<file path="src/rtl/rvx_spi_peripheral.sv">
// SPI responder (target) peer for the RVX SPI controller.
// Oversamples sclk/cs/pico; host side uses valid/ready handshakes.
//
// Ports:
//   clock, reset       system clock, async active-high reset
//   sclk, pico, cs     SPI pins from the controller (cs active low)
//   poci               peripheral-out data
//   tx_data/valid/ready  host word to send (one-deep holding register)
//   rx_data/valid/ready  last received word, held until accepted
//   overrun            pulse: word dropped because rx_data not accepted
//   underrun           pulse: DEFAULT_TX_WORD loaded, holding empty
module rvx_spi_peripheral #(
    parameter bit                    CPOL            = 1'b0,
    parameter bit                    CPHA            = 1'b0,
    parameter int unsigned           DATA_WIDTH      = 8,
    parameter logic [DATA_WIDTH-1:0] DEFAULT_TX_WORD = '0
) (
    input  logic                  clock,
    input  logic                  reset,
    input  logic                  sclk,
    input  logic                  pico,
    input  logic                  cs,
    output logic                  poci,
    input  logic [DATA_WIDTH-1:0] tx_data,
    input  logic                  tx_valid,
    output logic                  tx_ready,
    output logic [DATA_WIDTH-1:0] rx_data,
    output logic                  rx_valid,
    input  logic                  rx_ready,
    output logic                  overrun,
    output logic                  underrun
);

    localparam int CW = $clog2(DATA_WIDTH + 1);

    typedef enum logic {
        IDLE,
        ACTIVE
    } state_t;

    state_t                state_q;
    logic                  sclk_meta_q;
    logic                  sclk_sync_q;
    logic                  sclk_prev_q;
    logic                  cs_meta_q;
    logic                  cs_sync_q;
    logic                  pico_meta_q;
    logic                  pico_sync_q;
    logic [CW-1:0]         bit_cnt_q;
    logic [DATA_WIDTH-1:0] tx_shift_q;
    logic [DATA_WIDTH-1:0] hold_q;
    logic                  hold_full_q;
    logic [DATA_WIDTH-1:0] rx_shift_q;
    logic [DATA_WIDTH-1:0] rx_data_q;
    logic                  rx_valid_q;
    logic                  overrun_q;
    logic                  underrun_q;

    logic                  sclk_edge;
    logic                  lead_edge;
    logic                  trail_edge;
    logic                  sample_edge;
    logic                  shift_edge;
    logic                  last_bit;
    logic                  do_load;
    logic                  hold_wr;
    logic [DATA_WIDTH-1:0] rx_word;

    // Leading edge leaves the idle level, trailing edge returns to it.
    assign sclk_edge   = sclk_sync_q != sclk_prev_q;
    assign lead_edge   = sclk_edge && (sclk_prev_q == CPOL);
    assign trail_edge  = sclk_edge && (sclk_sync_q == CPOL);
    assign sample_edge = CPHA ? trail_edge : lead_edge;
    assign shift_edge  = CPHA ? lead_edge : trail_edge;

    assign last_bit = bit_cnt_q == CW'(DATA_WIDTH - 1);
    assign rx_word  = {rx_shift_q[DATA_WIDTH-2:0], pico_sync_q};
    assign hold_wr  = tx_valid && !hold_full_q;

    // CPHA=0 must present the MSB before the first leading edge, so the
    // word is loaded as cs is seen low. Otherwise a load happens on the
    // shift edge that starts each word (bit count at zero).
    always_comb begin
        do_load = 1'b0;
        if (!cs_sync_q) begin
            if (state_q == IDLE) begin
                do_load = !CPHA;
            end else begin
                do_load = shift_edge && (bit_cnt_q == '0);
            end
        end
    end

    always_ff @(posedge clock or posedge reset) begin
        if (reset) begin
            state_q     <= IDLE;
            sclk_meta_q <= CPOL;
            sclk_sync_q <= CPOL;
            sclk_prev_q <= CPOL;
            cs_meta_q   <= 1'b1;
            cs_sync_q   <= 1'b1;
            pico_meta_q <= 1'b0;
            pico_sync_q <= 1'b0;
            bit_cnt_q   <= '0;
            tx_shift_q  <= '0;
            hold_q      <= '0;
            hold_full_q <= 1'b0;
            rx_shift_q  <= '0;
            rx_data_q   <= '0;
            rx_valid_q  <= 1'b0;
            overrun_q   <= 1'b0;
            underrun_q  <= 1'b0;
        end else begin
            sclk_meta_q <= sclk;
            sclk_sync_q <= sclk_meta_q;
            sclk_prev_q <= sclk_sync_q;
            cs_meta_q   <= cs;
            cs_sync_q   <= cs_meta_q;
            pico_meta_q <= pico;
            pico_sync_q <= pico_meta_q;
            overrun_q   <= 1'b0;
            underrun_q  <= 1'b0;

            // A load sees the holding register as it was before any
            // same-cycle write, so a colliding write survives for later.
            if (do_load) begin
                if (hold_full_q) begin
                    tx_shift_q  <= hold_q;
                    hold_full_q <= 1'b0;
                end else begin
                    tx_shift_q <= DEFAULT_TX_WORD;
                    underrun_q <= 1'b1;
                end
            end
            if (hold_wr) begin
                hold_q      <= tx_data;
                hold_full_q <= 1'b1;
            end

            if (rx_valid_q && rx_ready) begin
                rx_valid_q <= 1'b0;
            end

            case (state_q)
                IDLE: begin
                    if (!cs_sync_q) begin
                        state_q   <= ACTIVE;
                        bit_cnt_q <= '0;
                    end
                end
                ACTIVE: begin
                    if (cs_sync_q) begin
                        // Partial word is dropped silently.
                        state_q   <= IDLE;
                        bit_cnt_q <= '0;
                    end else begin
                        if (sample_edge) begin
                            rx_shift_q <= rx_word;
                            if (last_bit) begin
                                bit_cnt_q <= '0;
                                if (!rx_valid_q || rx_ready) begin
                                    rx_data_q  <= rx_word;
                                    rx_valid_q <= 1'b1;
                                end else begin
                                    overrun_q <= 1'b1;
                                end
                            end else begin
                                bit_cnt_q <= bit_cnt_q + CW'(1);
                            end
                        end
                        if (shift_edge && (bit_cnt_q != '0)) begin
                            tx_shift_q <= {tx_shift_q[DATA_WIDTH-2:0], 1'b0};
                        end
                    end
                end
                default: state_q <= IDLE;
            endcase
        end
    end

    assign poci     = (state_q == ACTIVE) && tx_shift_q[DATA_WIDTH-1];
    assign tx_ready = !hold_full_q;
    assign rx_data  = rx_data_q;
    assign rx_valid = rx_valid_q;
    assign overrun  = overrun_q;
    assign underrun = underrun_q;

endmodule

</file>
<file path="config.mk">
export PLATFORM = sky130hd
export DESIGN_NAME = rvx_spi_peripheral
export DESIGN_NICKNAME = d
export VERILOG_FILES = /design/src/rtl/rvx_spi_peripheral.sv
export SDC_FILE = /design/constraint.sdc
export NUM_CORES = 1
export LEC_CHECK = 0
export CAP_MARGIN = 0
export CORE_UTILIZATION = 25
export CTS_CLUSTER_SIZE = 12
export DETAILED_ROUTE_END_ITERATION = 12
export PLACE_DENSITY_LB_ADDON = 0.1
export SLEW_MARGIN = 20
export SYNTH_ARGS = -nofsm -noshare
export SYNTH_HDL_FRONTEND = slang
export SYNTH_SLANG_ARGS = --single-unit
</file>
<file path="constraint.sdc">
create_clock -name clock -period 4.45 [get_ports clock]
set_input_delay 0.89 -clock clock [delete_from_list [all_inputs] [get_ports clock]]
set_output_delay 0.89 -clock clock [all_outputs]
set_load 0.02 [all_outputs]
</file>
==> flow_summary.json <==
{
  "h-tree-depth": 2,
  "cellPowerDensity_nw_per_um2": 401,
  "post-cts-setup-buffers": 0,
  "setup_viol": 0,
  "synth_most_common_cell": "dfrtp_1",
  "final.min_clock_period_ns": 2.40,
  "hold_violations": 0,
  "final_util": 0.324,
  "final_antenna_net_count": 0,
  "setup_ws_ns": 2.05,
  "p_leak_nw": 1.05,
  "yosys-top-cells-count": "45 x dfrtp_1, 16 x mux2_2, 13 x inv_1",
  "period_share": 0.540,
  "fmax_mhz": 416,
  "slew_violations": 0,
  "grt_busiest_layer": "met2",
  "pre_cts_ws_ns": 1.97,
  "drive_above_1_share": 0.214,
  "ys_types": 32,
  "synthesis.area_per_instance_sq_um": 13.9,
  "area_growth_pct": 24.0,
  "switchingPower_w": 0.000234,
  "cts_buffer_depth": 2,
  "portBuffers": 27,
  "grt.total_usage": 0.0890,
  "ctsResizeCount": 0,
  "synth-seq-cells": 47,
  "synth.net_count": 155,
  "place_congestion": 0.670,
  "rr_worst_depth": 3,
  "die_w_um": 89.5,
  "dieArea_sq_um": 8020,
  "synth_top_area_cell": "dfrtp_1",
  "fillCellCount": 700,
  "r2r_start": "sclk_prev_q",
  "seqCellArea_sq_um": 1180,
  "slew_headroom": 0.464,
  "critPathLaunchType": "flip-flop",
  "path_class": "reg -> out",
  "ys_seq_area_frac": 0.615,
  "ir_worst_vdd_v": 0.000151,
  "holdCritPathClass": "reg -> reg",
  "ctsHoldBuffers": 0,
  "skew_ns": 0.00566,
  "min_path_cells": 0,
  "grt_max_degree": 48,
  "multi_input_area_sq_um": 652,
  "placed_cell_area_sq_um": 2270,
  "dp_cells": 259,
  "worstPathRequired_ns": 3.56,
  "fin_nets": 184,
  "grt_pass1_vias": 1129,
  "cts_buffers": 5,
  "syn_area_sq_um": 1920,
  "synthArstFlopShare": 1.00,
  "min_from": "pico_meta_q",
  "rsz0062_at_grt": "no",
  "cts_tree": "yes",
  "synth_top_cell_area_share": 0.588,
  "diodes": 0,
  "vias_per_cell": 4.13,
  "cp-startpoint": "hold_full_q",
  "status": "finished clean",
  "cp_max_fo": 10,
  "fp-row-count": 31,
  "clk_pin_slew_ns": 0.08,
  "cts_root_buffer": "clkbuf_8",
  "netlist_top_cells_area": "dfrtp_1 59%, mux2_2 9.4%, mux2_4 6.3%, a222oi_1 3.7%, dfstp_2 2.7%",
  "vias": 1102,
  "drc": 0,
  "crit_path_end_kind": "primary output",
  "grt_use_met3": 0.0305,
  "grt_pass1_wl_um": 5310,
  "tightest_slew_ns": 0.803,
  "combPwrFrac": 0.147,
  "cp.arrival_ns": 1.51,
  "clk_latency_ns": 0.29,
  "sw_frac_of_total": 0.246,
  "post_drt_wl_per_cell_um": 11.4,
  "antenna_found_initial": 0,
  "ios": 28,
  "synth-main-ff-cell": "dfrtp_1",
  "initial_utilization": 0.261,
  "pwr-share-clk": 0.286,
  "core-area_sq_um": 7330,
  "overflow": 0,
  "setup_tns_ns": 0,
  "syn_inst": 138,
  "seqPwrFrac": 0.566,
  "dpl.hpwl_um": 2150,
  "drv_cap": 0,
  "grt_use_met2": 0.145,
  "wl_um": 3030,
  "final_cells": 267,
  "grt_util_met1": 0.105,
  "p_int_w": 0.000719,
  "dr.pass1.iters": 5,
  "drtIter0Drc": 41,
  "yosys_warnings": 0,
  "fin_area_sq_um": 2370,
  "clkSinkCount": 47,
  "synth-edff-count": 0,
  "die_h_um": 89.5
}
==> critical path: stages (launching register included) <==
cell	delay, ns
dfrtp_1	0.49
inv_1	0.12
clkdlybuf4s50_1	0.61
==> cells by family after synthesis <==
kind of cell,share of synthesized area
flip-flops,0.615
AND/OR/NAND/NOR,0.0960
multiplexers,0.162
buffers and inverters,0.0444
AO/OA/AOI/OAI,0.0692
adder cells (fa/ha/maj),0.0131
==> through the flow <==
| step | hold slack [ns] | power [W] |
|---|---|---|
| final | 0.352 | 0.000953 |
| after CTS | 0.356 | 0.000973 |
| after global routing | 0.366 | 0.00101 |
| after global placement | 0.334 | 0.000686 |
| after floorplan | 0.331 | 0.000642 |
| after detailed placement | 0.337 | 0.000692 |
==> layout by cell type, fill, tap and decap left out, drive strengths merged, types with 2 or more instances in the layout <==
cell type	netlist	layout
clkdlybuf4s50	0	27
nand2	11	11
and2	2	2
a222oi	7	7
nor2b	3	3
dfrtp	45	45
ha	2	2
a21o	2	2
inv	13	12
nand2b	3	3
mux2	24	24
clkbuf	1	8
dfstp	2	2
nand3	2	2
nor3b	3	3
==> final cells by class <==
cell class | count | area share
Sequential cell | 47 | 0.496
Multi-Input combinational cell | 73 | 0.274
Timing Repair Buffer | 27 | 0.114
Tap cell | 99 | 0.0522
Clock buffer | 8 | 0.0421
Inverter | 13 | 0.0211
==> final timing paths <==
kind / endpoint / slack, ns
min in group asynchronous: bit_cnt_q[3] / 1.05
min reg2reg: pico_sync_q / 0.35
min: pico_sync_q / 0.35
max: tx_ready / 2.05
max in group asynchronous: rx_data[1] / 2.93
max reg2reg: rx_data[1] / 2.54
==> power by group through the flow <==
stage | Clock [W] | Sequential, W | Combinational [W]
2_1_floorplan | 0 | 0.000531 | 0.000111
3_3_place_gp | 0 | 0.000548 | 0.000138
3_5_place_dp | 0 | 0.000550 | 0.000142
4_1_cts | 0.000289 | 0.000541 | 0.000143
5_1_grt | 0.000304 | 0.000551 | 0.000158
6_report | 0.000273 | 0.000540 | 0.000141
==> metal layers <==
| layer | part of all wire | routed length (um) | vias up |
|---|---|---|---|
| met2 | 0.47 | 1420 | 29 |
| met1 | 0.47 | 1410 | 520 |
| li1 | - | - | 545 |
| met5 | 0 | 0 | - |
| met3 | 0.047 | 144 | 8 |
| met4 | 0.019 | 57 | 0 |
==> sequential cells by signal, indices dropped and copies added, names as in the netlist, 4 cells and up <==
| signal | flops |
|---|---|
| hold_q | 8 |
| rx_data | 8 |
| tx_shift_q | 8 |
| rx_shift_q | 7 |
| bit_cnt_q | 4 |
No activity file was read; power rests on OpenSTA's default activity.
